## src/rtl/xor_stream_acc_if.sv

```systemverilog
// Stream bundle for xor_stream_acc: word input and per-frame result output.
// out_parity exists only when XOR_STREAM_ACC_PARITY_EN is defined.
interface xor_stream_acc_if #(
  parameter int WIDTH = 8,
  parameter int CNT_W = 8
);
  logic [WIDTH-1:0] in_data;
  logic             in_valid;
  logic             in_last;
  logic             in_ready;
  logic [WIDTH-1:0] out_data;
  logic [CNT_W-1:0] out_count;
  logic             out_valid;
  logic             out_ready;
`ifdef XOR_STREAM_ACC_PARITY_EN
  logic             out_parity;
`endif

  modport master (
    output in_data, in_valid, in_last, out_ready,
    input  in_ready, out_data, out_count, out_valid
`ifdef XOR_STREAM_ACC_PARITY_EN
    , input out_parity
`endif
  );

  modport slave (
    input  in_data, in_valid, in_last, out_ready,
    output in_ready, out_data, out_count, out_valid
`ifdef XOR_STREAM_ACC_PARITY_EN
    , output out_parity
`endif
  );
endinterface

```

## src/rtl/xor_stream_acc.sv

```systemverilog
// Folds a framed word stream into a running XOR checksum and word count, one result per frame.
// Optional registered parity of the result is enabled by XOR_STREAM_ACC_PARITY_EN.
module xor_stream_acc #(
  parameter int WIDTH = 8,
  parameter int CNT_W = 8
) (
  input  logic               clk,
  input  logic               rst,
  xor_stream_acc_if.slave    bus,
  output logic               dbg_state_o
);
  // valid/ready: a transfer happens on a rising edge where valid & ready are both 1;
  // a source holds its payload until then, and ready never depends on the same side's valid.

  typedef enum logic {ST_ACC = 1'b0, ST_HOLD = 1'b1} state_e;

  localparam logic [CNT_W-1:0] CNT_MAX = '1;

  state_e           state_q, state_d;
  logic [WIDTH-1:0] acc_q, acc_d;
  logic [CNT_W-1:0] cnt_q, cnt_d;
  logic [WIDTH-1:0] data_q, data_d;
  logic [CNT_W-1:0] count_q, count_d;
  logic             par_q, par_d;

  logic             in_ready;
  logic             in_fire;
  logic             last_fire;
  logic             out_fire;
  logic [WIDTH-1:0] acc_next;
  logic [CNT_W-1:0] cnt_sat;

  always_ff @(posedge clk) begin
    if (rst) state_q <= ST_ACC;
    else     state_q <= state_d;
  end

  always_comb begin
    state_d = state_q;
    case (state_q)
      ST_ACC:  if (last_fire) state_d = ST_HOLD;
      ST_HOLD: if (out_fire && !last_fire) state_d = ST_ACC;
      default: state_d = ST_ACC;
    endcase
  end

  always_comb begin
    in_ready  = (state_q == ST_ACC) | bus.out_ready;
    in_fire   = bus.in_valid & in_ready;
    last_fire = in_fire & bus.in_last;
    out_fire  = (state_q == ST_HOLD) & bus.out_ready;
    acc_next  = acc_q ^ bus.in_data;
    cnt_sat   = (cnt_q == CNT_MAX) ? cnt_q : cnt_q + CNT_W'(1);

    acc_d   = acc_q;
    cnt_d   = cnt_q;
    data_d  = data_q;
    count_d = count_q;
    par_d   = par_q;
    if (last_fire) begin
      data_d  = acc_next;
      count_d = cnt_sat;
      par_d   = ^acc_next;
      acc_d   = '0;
      cnt_d   = '0;
    end else if (in_fire) begin
      acc_d = acc_next;
      cnt_d = cnt_sat;
    end
  end

  always_ff @(posedge clk) begin
    if (rst) begin
      acc_q   <= '0;
      cnt_q   <= '0;
      data_q  <= '0;
      count_q <= '0;
      par_q   <= 1'b0;
    end else begin
      acc_q   <= acc_d;
      cnt_q   <= cnt_d;
      data_q  <= data_d;
      count_q <= count_d;
      par_q   <= par_d;
    end
  end

  assign bus.in_ready  = in_ready;
  assign bus.out_valid = (state_q == ST_HOLD);
  assign bus.out_data  = data_q;
  assign bus.out_count = count_q;
  assign dbg_state_o   = state_q;

`ifdef XOR_STREAM_ACC_PARITY_EN
  assign bus.out_parity = par_q;
`else
  // Parity register is dropped by synthesis when the port is absent.
  logic unused_par;
  assign unused_par = par_q;
`endif
endmodule

```

## src/flat_wrapper.sv

```systemverilog
// flat-port wrapper written by rule: the top's interface ports become plain ports
module xor_stream_acc_flat 
#(
  parameter int WIDTH = 8,
  parameter int CNT_W = 8
)
  (clk, rst, dbg_state_o, bus_in_data, bus_in_valid, bus_in_last, bus_out_ready, bus_in_ready, bus_out_data, bus_out_count, bus_out_valid);
  xor_stream_acc_if #(.WIDTH(WIDTH), .CNT_W(CNT_W)) bus_i ();
  input  logic clk;
  input  logic rst;
  output logic dbg_state_o;
  input wire logic [$bits(bus_i.in_data)-1:0] bus_in_data;
  input wire logic [$bits(bus_i.in_valid)-1:0] bus_in_valid;
  input wire logic [$bits(bus_i.in_last)-1:0] bus_in_last;
  input wire logic [$bits(bus_i.out_ready)-1:0] bus_out_ready;
  output wire logic [$bits(bus_i.in_ready)-1:0] bus_in_ready;
  output wire logic [$bits(bus_i.out_data)-1:0] bus_out_data;
  output wire logic [$bits(bus_i.out_count)-1:0] bus_out_count;
  output wire logic [$bits(bus_i.out_valid)-1:0] bus_out_valid;
  assign bus_i.in_data = bus_in_data;
  assign bus_i.in_valid = bus_in_valid;
  assign bus_i.in_last = bus_in_last;
  assign bus_i.out_ready = bus_out_ready;
  assign bus_in_ready = bus_i.in_ready;
  assign bus_out_data = bus_i.out_data;
  assign bus_out_count = bus_i.out_count;
  assign bus_out_valid = bus_i.out_valid;
  xor_stream_acc #(.WIDTH(WIDTH), .CNT_W(CNT_W)) u_core (.clk(clk), .rst(rst), .bus(bus_i), .dbg_state_o(dbg_state_o));
endmodule
```

## config.mk

```make
export PLATFORM = sky130hd
export DESIGN_NAME = xor_stream_acc_flat
export DESIGN_NICKNAME = d
export VERILOG_FILES = /design/src/rtl/xor_stream_acc_if.sv /design/src/rtl/xor_stream_acc.sv /design/src/flat_wrapper.sv
export SDC_FILE = /design/constraint.sdc
export NUM_CORES = 1
export LEC_CHECK = 0
export BUFFER_PORTS_ARGS = -buffer_cell sky130_fd_sc_hd__buf_2
export CAP_MARGIN = 20
export CORE_MARGIN = 2
export CORE_UTILIZATION = 51
export CTS_BUF_LIST = sky130_fd_sc_hd__clkbuf_4
export CTS_CLUSTER_SIZE = 40
export DETAILED_ROUTE_END_ITERATION = 8
export PLACE_DENSITY = 0.83
export SKIP_LAST_GASP = 1
export SYNTH_ARGS = -nofsm -noshare
export SYNTH_HDL_FRONTEND = slang
export SYNTH_SLANG_ARGS = --single-unit
```

## constraint.sdc

```tcl
create_clock -name clk -period 1.5 [get_ports clk]
set_input_delay 0.15 -clock clk [delete_from_list [all_inputs] [get_ports clk]]
set_output_delay 0.15 -clock clk [all_outputs]
set_load 0.01 [all_outputs]
```

## Yosys cells after proc, flatten, opt, wreduce, memory -nomap -nowiden

Index checks and enable logic that the tools add are counted.

| operators by class | value |
|---|---|
| add/sub/neg operators | 1 |
| eq/ne operators | 1 |
| multiplexer cells | 4 |
| bitwise operators | 6 |
| reduce and logical (&&, ||, !) cells | 3 |

Operators by type and width:

| kind | number |
|---|---|
| $add A8 B1 Y8 const B | 1 |
| $eq A8 B8 Y1 const B | 1 |
| $mux W8 | 1 |
| $xor A8 B8 Y8 | 1 |
| $and A1 B1 Y1 | 3 |
| $mux W1 | 2 |
| $pmux W1 S2 | 1 |
| $reduce_or A2 Y1 | 1 |
| $logic_and A1 B1 Y1 | 1 |
| $logic_not A1 Y1 | 1 |
| $not A1 Y1 | 1 |
| $or A1 B1 Y1 | 1 |

| storage, ports and cells | value |
|---|---|
| register bits after elaboration | 33 |
| bits of input ports | 13 |
| output and inout bits | 19 |

## Longest topological paths before layout

Gate-level depths: netlist of the first run.

| logic depth | value |
|---|---|
| depth in word-level cells | 8 |
| depth in mapped cells | 7 |

## Least setup slack after synthesis of the first run

Ideal clock, no wire load.

| timing path | value |
|---|---|
| kind | reg-to-reg |
| start | register u_core.cnt_q[0] |
| end | register u_core.count_q[6], in the netlist u_core.bus.out_count[6] |
| data arrival time | 1.408 ns |
| required time | 1.433 ns |
| slack | 0.024 ns |
| stages on the path, launching flop included | 6 |
| buffers on the path | 0 |
| clock period less this slack | 1.476 ns |
| cells stage by stage | dfxtp_1 ha_1 and4_1 a21oi_1 or3_1 a21oi_2 |

| on the way | value |
|---|---|
| word-level cells in the longest chain between the ends | 2 |
| elaborated cells on any way between the ends | 3 |
| those cells by class | 1 x add/sub; 1 x eq/ne; 1 x mux |

Ends and longest elaborated chain:

| what | RTL line | text |
|---|---|---|
| start: declaration | xor_stream_acc.sv:21 | `logic [CNT_W-1:0] cnt_q, cnt_d;` |
| start signal: assignment | xor_stream_acc.sv:81 | `cnt_q <= cnt_d;` |
| $add A8 B1 Y8 / $eq A8 B8 Y1 (equally long branches) | xor_stream_acc.sv:53 | `cnt_sat = (cnt_q == CNT_MAX) ? cnt_q : cnt_q + CNT_W'(1);` |
| $mux W8 * | xor_stream_acc.sv:53 |  |
| end signal: assignment | xor_stream_acc.sv:83 | `count_q <= count_d;` |
| end: declaration | xor_stream_acc.sv:23 | `logic [CNT_W-1:0] count_q, count_d;` |

Mark *: on every way between the ends. The rest lies on a longest branch, timed or not.
A chain may end at the register's enable or synchronous reset.

## Final worst setup path of the first run

Same ends and word-level chain as after synthesis.

==> flow_metrics.env, run 1 <==
export IMPL_p_seq_frac=0.467
export IMPL_wl_per_cell_um=14.1
export IMPL_synth_edf_count=0
export IMPL_power_frac_clock=0.406
export IMPL_drive_gt1_frac=0.297
export IMPL_num_vias=1356
export IMPL_wl_um=3460
export IMPL_switching_share=0.235
export IMPL_combPwrFrac=0.126
export IMPL_die_y_um=59.4
export IMPL_hpwl_um=2430
export IMPL_avgSynthCellArea_sq_um=9.09
export IMPL_clk_pin_slew_ns=0.10
export IMPL_core_area_sq_um=2980
export IMPL_post_route_period_util=0.959
export IMPL_cts_resized_gates=0
export IMPL_synth_seq_cells=33
export IMPL_gp_congestion=0.951
export IMPL_grtUsageTotal=0.222
export IMPL_first_pass_iters=4
export IMPL_antenna_found_initial=0
export IMPL_io_pins=32
export IMPL_fp_row_count=20
export IMPL_synth_nets=186
export IMPL_fin_nets=225
export IMPL_reg2reg_from="u_core.cnt_q[0]"
export IMPL_cts_hold_repair_buffers=0
export IMPL_r2r_end="u_core.bus.out_count[6]"
export IMPL_p_switching_uw=478
export IMPL_synth_cell_types=37
export IMPL_path_class="reg2reg"
export IMPL_tns_ns=0
export IMPL_area_growth_pct=22.2
export IMPL_min_delay_start="bus_in_data[6]"
export IMPL_finalSetupViolCount=0
export IMPL_total_power_mw=2.03
export IMPL_synthCells=172
export IMPL_dieWidth_um=59.4
export IMPL_crit_required_ns=1.78
export IMPL_cts_buffers=5
export IMPL_drt_drc_violations_left=0
export IMPL_root_buffer="clkbuf_4"
export IMPL_syn_cell_area_sq_um=1560
export IMPL_run_status="finished, final reports clean"
export IMPL_synthFlopType="dfxtp_1"
export IMPL_min_path_cells=3
export IMPL_ant_nets=0
export IMPL_ys_seq_area_frac=0.422
export IMPL_grt_pass1_vias=1226
export IMPL_antennaDiodeCount=0
export IMPL_grt_first_pass_wirelength_um=5760
export IMPL_start_util=0.525
export IMPL_min_to="u_core.bus.out_data[6]"
export IMPL_first_iter_violations=84
export IMPL_cts_htree_levels=2
export IMPL_clk_path_buf_depth=2
export IMPL_grt_max_degree=24
export IMPL_p_per_area_nw_per_um2=1060
export IMPL_max_cap_violations=0
export IMPL_routed_via_density=5.53
export IMPL_seq_area_sq_um=661
export IMPL_timing_fmax_mhz=695
export IMPL_clk_insertion_delay_late_ns=0.34
export IMPL_clock_sinks=33
export IMPL_worstMarginPinSlew_ns=0.382
export IMPL_multi_input_area_sq_um=841
export IMPL_cts_tree="done"
export IMPL_dieArea_sq_um=3530
export IMPL_synthArstFlopShare=0
export IMPL_internal_power_mw=1.55
export IMPL_io_buffers=31
export IMPL_r2r_cells=5
export IMPL_cp_arrival_ns=1.72
export IMPL_crit_fanout=4
export IMPL_leakagePower_nw=0.801
export IMPL_reg2reg_slack_ns=0.06
export IMPL_end_kind="flip-flop"
export IMPL_startpoint_type="flip-flop"
export IMPL_cts_setup_buffers=0
export IMPL_fill_cells=248
export IMPL_grt_overflow_total=0
export IMPL_period_needed_ns=1.44
export IMPL_report_final_slew_viol_count=0
export IMPL_relSlewSlack=0.745
export IMPL_ir_drop_uv=520
export IMPL_hold_viol_final=0
export IMPL_yosysWarningCount=0
export IMPL_hold_class="in2reg"
export IMPL_fin_skew_ns=0.00649
metal layers:
| metal | track usage | up-vias | routed length, um |
|---|---|---|---|
| li1 | - | 690 | - |
| met1 | 0.299 | 614 | 1540 |
| met2 | 0.325 | 43 | 1640 |
| met3 | 0.0830 | 9 | 224 |
| met4 | 0.0747 | 0 | 57 |
| met5 | 0 | - | 0 |
cell type report:
type	count	area share
multi-input combinational	127	0.440
sequential	33	0.346
timing repair buffer	44	0.139
clock inverter	3	0.0341
tap	33	0.0216
clock buffer	5	0.0196
stage by stage:
stage / instance area [sq um] / setup WS, ns / utilization / hold slack, ns / instances
floorplan: 1560 / 0.0244 / - / 0.313 / 172
global placement: 1790 / 0.115 / 0.600 / 0.439 / 237
detailed placement: 1790 / 0.0623 / 0.600 / 0.448 / 237
CTS: 1890 / 0.0326 / 0.634 / 0.112 / 245
global route: 1910 / -0.0119 / 0.642 / 0.114 / 245
finish: 1910 / 0.0611 / 0.642 / 0.118 / 245
kinds of logic after synthesis:
| logic type | count (synthesis) | share of synthesized area |
|---|---|---|
| buffers and inverters | 12 | 0.0536 |
| and+or+nand+nor | 75 | 0.260 |
| DFF | 33 | 0.422 |
| AOI/OAI and AO/OA | 30 | 0.135 |
| xor gates and xnor gates | 17 | 0.0952 |
| adders and majority gates | 1 | 0.00800 |
| muxes | 4 | 0.0256 |
how the worst max path moves through the flow:
stage | from | endpoint | slack (ns) | depth (start not counted)
CTS | u_core.cnt_q[0] | u_core.cnt_q[5] | 0.03 | 5
finish | u_core.cnt_q[0] | u_core.bus.out_count[6] | 0.06 | 5
floorplan | u_core.cnt_q[0] | u_core.bus.out_count[6] | 0.02 | 5
global route | u_core.cnt_q[0] | u_core.cnt_q[5] | -0.01 | 5
detailed placement | u_core.cnt_q[0] | u_core.cnt_q[5] | 0.06 | 5
global placement | u_core.cnt_q[0] | u_core.cnt_q[1] | 0.12 | 5
cells in the final DEF (no fill, tap or decap), types with 4 or more instances in the layout:
cell type   n
xnor2_1     8
nand2_1    10
nor3_1      5
dfxtp_1    33
buf_2      31
nor2_1     27
mux2i_1     4
a21oi_1     8
clkbuf_4    5
nand3_1    12
xor2_1      9
a211oi_1   10
buf_4      12
power by group through the flow:
stage          Sequential [mW]  Clock (mW)  Combinational (mW)
3_3_place_gp             0.965           0               0.248
5_1_grt                  0.954       0.889               0.287
4_1_cts                  0.948       0.837               0.256
6_report                 0.949       0.826               0.257
2_1_floorplan            0.981           0               0.149
3_5_place_dp             0.968           0               0.253
cell usage after synthesis (2+ instances only):
| library cell | instances | area, sq um |
|---|---|---|
| dfxtp_1 | 33 | 661 |
| a21oi_1 | 8 | 40.0 |
| buf_2 | 4 | 20.0 |
| and4b_1 | 2 | 20.0 |
| o211ai_1 | 2 | 15.0 |
| nor2_1 | 27 | 101 |
| nand2_1 | 10 | 37.5 |
| clkbuf_1 | 3 | 11.3 |
| nor3_1 | 5 | 25.0 |
| or3_1 | 3 | 18.8 |
| a211oi_1 | 10 | 75.1 |
| mux2i_1 | 4 | 40.0 |
| and4_1 | 2 | 17.5 |
| xnor2_1 | 8 | 70.1 |
| o21ai_0 | 3 | 15.0 |
| nand2b_1 | 2 | 12.5 |
| nand4_1 | 2 | 12.5 |
| nor4_2 | 2 | 25.0 |
| o21bai_1 | 2 | 15.0 |
| buf_6 | 4 | 45.0 |
| nand3_1 | 12 | 60.1 |
| xor2_1 | 9 | 78.8 |
critical path, stage by stage, from the launching register on:
cell	delay [ns]
dfxtp_1	0.40
ha_4	0.18
and4_1	0.24
a21oi_1	0.07
or3_1	0.36
a21oi_2	0.12
flip-flops by register name (all words and copies together), names as in the netlist:
register and count:
u_core.bus.out_valid 1, u_core.bus.out_data 8, u_core.cnt_q 8, u_core.bus.out_count 8
u_core.acc_q 8
No activity file was read; power rests on OpenSTA's default activity.
==> run 2, diff against run 1 <==
--- a/config.mk
+++ b/config.mk
@@ -7,6 +7,7 @@
 export LEC_CHECK = 0
 export BUFFER_PORTS_ARGS = -buffer_cell sky130_fd_sc_hd__buf_2
 export CAP_MARGIN = 20
+export CORE_ASPECT_RATIO = 1.25
 export CORE_MARGIN = 2
 export CORE_UTILIZATION = 51
 export CTS_BUF_LIST = sky130_fd_sc_hd__clkbuf_4
==> flow_metrics.env, run 2 (same netlist as run 1, synthesis figures left out) <==
export IMPL_r2r_cells=5
export IMPL_finalSetupViolCount=0
export IMPL_grtUsageTotal=0.197
export IMPL_crit_family="simple AND/OR/NAND/NOR gates"
export IMPL_fin_skew_ns=0.0122
export IMPL_mostFrequentLayoutCells="33 x dfxtp_1, 31 x buf_2, 27 x nor2_1, 14 x buf_4, 12 x nand3_1"
export IMPL_io_buffers=31
export IMPL_min_path_cells=3
export IMPL_clk_path_buf_depth=2
export IMPL_cts_buffers=5
export IMPL_tns_ns=0
export IMPL_clk_insertion_delay_late_ns=0.34
export IMPL_num_vias=1325
export IMPL_routed_via_density=5.32
export IMPL_relSlewSlack=0.755
export IMPL_crit_slowest_cell="or3_1"
export IMPL_r2r_end="u_core.bus.out_count[6]"
export IMPL_end_kind="flip-flop"
export IMPL_dieArea_sq_um=3530
export IMPL_combPwrFrac=0.123
export IMPL_area_growth_pct=22.0
export IMPL_period_needed_ns=1.42
export IMPL_clk_pin_slew_ns=0.11
export IMPL_place_inst=241
export IMPL_hold_viol_final=0
export IMPL_clock_sinks=33
export IMPL_p_switching_uw=461
export IMPL_grt_setup_unrepaired="yes"
export IMPL_gp_congestion=0.917
export IMPL_startpoint_type="flip-flop"
export IMPL_grt_overflow_total=0
export IMPL_internal_power_mw=1.55
export IMPL_total_power_mw=2.01
export IMPL_reg2reg_slack_ns=0.08
export IMPL_first_iter_violations=36
export IMPL_layout_commonest_cell="dfxtp_1"
export IMPL_io_pins=32
export IMPL_die_y_um=65.9
export IMPL_fin_nets=226
export IMPL_drive_gt1_frac=0.300
export IMPL_cp_buffers_inverters=0
export IMPL_root_buffer="clkbuf_4"
export IMPL_drt_drc_violations_left=0
export IMPL_max_stage_delay_ns=0.37
export IMPL_timing_fmax_mhz=706
export IMPL_crit_path_cell_trace="ha_2 -> and4_1 -> a21oi_1 -> or3_1 -> a21oi_2"
export IMPL_final_cells=249
export IMPL_report_final_slew_viol_count=0
export IMPL_first_pass_iters=4
export IMPL_min_to="u_core.bus.out_data[2]"
export IMPL_switching_share=0.229
export IMPL_min_delay_start="bus_in_data[2]"
export IMPL_cts_hold_repair_buffers=0
export IMPL_run_status="finished, final reports clean"
export IMPL_cts_htree_levels=2
export IMPL_fp_row_count=22
export IMPL_worstMarginPinSlew_ns=0.368
export IMPL_grt_pass1_vias=1226
export IMPL_power_frac_clock=0.406
export IMPL_crit_required_ns=1.78
export IMPL_dieWidth_um=53.5
export IMPL_antenna_found_initial=0
export IMPL_grt_first_pass_wirelength_um=5090
export IMPL_core_area_sq_um=2950
export IMPL_p_seq_frac=0.471
export IMPL_reg2reg_from="u_core.cnt_q[1]"
export IMPL_ir_drop_uv=797
export IMPL_start_util=0.531
export IMPL_leakagePower_nw=0.819
export IMPL_hold_class="in2reg"
export IMPL_post_route_period_util=0.944
export IMPL_antennaDiodeCount=0
export IMPL_wl_per_cell_um=12.4
export IMPL_cts_tree="done"
export IMPL_wl_um=3090
export IMPL_cp_arrival_ns=1.70
export IMPL_path_class="reg2reg"
export IMPL_p_per_area_nw_per_um2=1060
export IMPL_crit_fanout=3
export IMPL_grt_max_degree=18
export IMPL_hpwl_um=2300
export IMPL_ant_nets=0
export IMPL_max_cap_violations=0
## run 2: cell count changes in the layout (fill, tap and decap cells not counted), sizes merged
cell	delta
buf	+1
## run 2: per-stage QoR
stage	cell area [sq um]	worst slack, ns	hold slack, ns	utilization
floorplan	1560	0.0244	0.313	-
global placement	1790	0.137	0.435	0.606
detailed placement	1790	0.0768	0.440	0.606
CTS	1890	0.0585	0.0929	0.641
global route	1910	-0.00742	0.118	0.648
finish	1910	0.0841	0.106	0.648
## run 2: worst reg2reg max path, cell delays in order (launching register included)
cell,delay [ns]
dfxtp_1,0.35
ha_2,0.22
and4_1,0.23
a21oi_1,0.07
or3_1,0.37
a21oi_2,0.12
## run 2: repair_timing
action	4_1_cts	5_1_grt
buffers inserted	0	0
hold endpoints to repair	0	0
endpoints found under the setup margin	0	4
resized for setup	0	3
## run 2: power groups by stage
stage	logic, mW	clock network [mW]	registers [mW]
after floorplan	0.149	0	0.981
after global placement	0.244	0	0.966
after detailed placement	0.247	0	0.967
after CTS	0.247	0.842	0.948
after global routing	0.277	0.874	0.953
final	0.248	0.818	0.947
## run 2: layout make-up
class                      count  area (sq um)
sequential                    33           661
fill                         245          1040
timing repair buffer          45           260
multi-input combinational    127           840
tap                           36          45.0
clock buffer                   5          37.5
clock inverter                 3          65.1
## run 2: worst max path at each step
| stage | from | to | slack, ns | cells after the start |
|---|---|---|---|---|
| global route | u_core.bus.out_valid | u_core.bus.out_data[5] | -0.007 | 5 |
| global placement | u_core.cnt_q[0] | u_core.cnt_q[3] | 0.14 | 5 |
| floorplan | u_core.cnt_q[0] | u_core.bus.out_count[6] | 0.02 | 5 |
| finish | u_core.cnt_q[1] | u_core.bus.out_count[6] | 0.08 | 5 |
| CTS | u_core.cnt_q[0] | u_core.cnt_q[3] | 0.06 | 5 |
| detailed placement | u_core.cnt_q[0] | u_core.cnt_q[3] | 0.08 | 5 |
## run 2: per-layer routing
metal,GRT usage,share of wire,wire (um)
met1,0.234,0.46,1410
met2,0.315,0.47,1450
met3,0.0633,0.051,158
met4,0.0897,0.021,65
met5,0,0,0
==> run 3, diff against run 2 <==
--- a/config.mk
+++ b/config.mk
@@ -13,7 +13,7 @@
 export CTS_BUF_LIST = sky130_fd_sc_hd__clkbuf_4
 export CTS_CLUSTER_SIZE = 40
 export DETAILED_ROUTE_END_ITERATION = 8
-export PLACE_DENSITY = 0.83
+export PLACE_DENSITY = 0.78
 export SKIP_LAST_GASP = 1
 export SYNTH_ARGS = -nofsm -noshare
 export SYNTH_HDL_FRONTEND = slang
==> flow_metrics.env, run 3 (same netlist as run 1, synthesis figures left out) <==
export IMPL_place_area_sq_um=1760
export IMPL_wl_um=3560
export IMPL_ant_nets=0
export IMPL_hold_class="in2reg"
export IMPL_first_pass_iters=4
export IMPL_cts_tree="done"
export IMPL_r2r_cells=5
export IMPL_path_class="reg2reg"
export IMPL_dieArea_sq_um=3530
export IMPL_switching_share=0.250
export IMPL_min_delay_start="bus_in_data[5]"
export IMPL_post_route_period_util=0.962
export IMPL_crit_required_ns=1.78
export IMPL_total_power_mw=1.87
export IMPL_power_frac_clock=0.356
export IMPL_p_per_area_nw_per_um2=1000
export IMPL_r2r_end="u_core.bus.out_count[6]"
export IMPL_cts_hold_repair_buffers=0
export IMPL_report_final_slew_viol_count=0
export IMPL_clk_insertion_delay_late_ns=0.35
export IMPL_cp_arrival_ns=1.72
export IMPL_root_buffer="clkbuf_4"
export IMPL_clk_pin_slew_ns=0.10
export IMPL_place_inst=238
export IMPL_clock_sinks=33
export IMPL_reg2reg_from="u_core.cnt_q[1]"
export IMPL_fp_row_count=22
export IMPL_cts_buffers=5
export IMPL_routed_via_density=5.58
export IMPL_run_status="finished, final reports clean"
export IMPL_antenna_found_initial=0
export IMPL_core_area_sq_um=2950
export IMPL_end_kind="flip-flop"
export IMPL_die_y_um=65.9
export IMPL_first_iter_violations=35
export IMPL_drive_gt1_frac=0.314
export IMPL_final_cells=246
export IMPL_grt_pass1_vias=1405
export IMPL_ir_drop_uv=782
export IMPL_max_cap_violations=0
export IMPL_grt_first_pass_wirelength_um=6200
export IMPL_p_seq_frac=0.509
export IMPL_finalSetupViolCount=0
export IMPL_worstMarginPinSlew_ns=0.381
export IMPL_antennaDiodeCount=0
export IMPL_design_area_sq_um=1870
export IMPL_combPwrFrac=0.135
export IMPL_startpoint_type="flip-flop"
export IMPL_crit_fanout=3
export IMPL_internal_power_mw=1.40
export IMPL_dieWidth_um=53.5
export IMPL_timing_fmax_mhz=693
export IMPL_grt_overflow_total=0
export IMPL_wl_per_cell_um=14.5
export IMPL_clk_path_buf_depth=2
export IMPL_min_to="u_core.bus.out_data[5]"
export IMPL_num_vias=1373
export IMPL_cts_htree_levels=2
export IMPL_grt_setup_unrepaired="yes"
export IMPL_grt_max_degree=18
export IMPL_gp_congestion=0.901
export IMPL_reg2reg_slack_ns=0.06
export IMPL_fin_nets=223
export IMPL_min_path_cells=3
export IMPL_io_pins=32
export IMPL_relSlewSlack=0.746
export IMPL_leakagePower_nw=0.780
export IMPL_hpwl_um=2670
export IMPL_grtUsageTotal=0.243
export IMPL_p_switching_uw=468
export IMPL_io_buffers=31
export IMPL_drt_drc_violations_left=0
export IMPL_start_util=0.531
export IMPL_period_needed_ns=1.44
export IMPL_hold_viol_final=0
export IMPL_mostFrequentLayoutCells="31 x buf_2, 31 x dfxtp_1, 26 x nor2_1, 12 x nand3_1, 11 x buf_4"
export IMPL_area_growth_pct=19.4
export IMPL_fin_skew_ns=0.00951
-- run 3: critical path: stages, from the launching register on --
cell and delay (ns):
dfxtp_1 0.36, ha_2 0.23, and4_4 0.24, a21oi_1 0.07, or3_1 0.36, a21oi_2 0.11
-- run 3: metal layers --
metal  wire, um  global-route usage
met5          0                   0
met4         51              0.0801
met3        196              0.0928
met2       1840               0.417
met1       1470               0.268
-- run 3: what timing repair did --
item,CTS,global route
setup buffers,0,0
endpoints found under the hold margin,0,0
resized for setup,0,8
endpoints found under the setup margin,0,19
-- run 3: power groups by stage --
stage | clock, mW | combinational [mW] | sequential (mW)
floorplan | 0 | 0.149 | 0.981
global placement | 0 | 0.241 | 0.966
detailed placement | 0 | 0.251 | 0.970
CTS | 0.678 | 0.252 | 0.950
global route | 0.729 | 0.280 | 0.956
finish | 0.665 | 0.252 | 0.950
-- run 3: area by class of cell --
class / instances / area [sq um]
Tap cell: 36 / 45.0
Clock buffer: 6 / 45.0
Fill cell: 262 / 1080
Timing Repair Buffer: 42 / 238
Multi-Input combinational cell: 127 / 843
Sequential cell: 33 / 663
Clock inverter: 2 / 33.8
-- run 3: how the worst max path moves through the flow --
stage,startpoint,end,slack [ns]
after global placement,u_core.cnt_q[2],u_core.bus.out_count[7],0.11
after CTS,u_core.bus.out_valid,u_core.bus.out_data[3],0.02
after global routing,u_core.cnt_q[1],u_core.bus.out_count[6],-0.02
after floorplan,u_core.cnt_q[0],u_core.bus.out_count[6],0.02
final,u_core.cnt_q[1],u_core.bus.out_count[6],0.06
after detailed placement,u_core.bus.out_valid,u_core.bus.out_data[3],0.07
-- run 3: metrics by stage --
step / hold slack (ns) / util / TNS (ns) / setup slack (ns)
floorplan: 0.313 / - / 0 / 0.0244
global placement: 0.438 / 0.599 / 0 / 0.107
detailed placement: 0.452 / 0.599 / 0 / 0.0670
CTS: 0.105 / 0.625 / 0 / 0.0221
global route: 0.104 / 0.634 / -0.0356 / -0.0187
finish: 0.105 / 0.634 / 0 / 0.0574
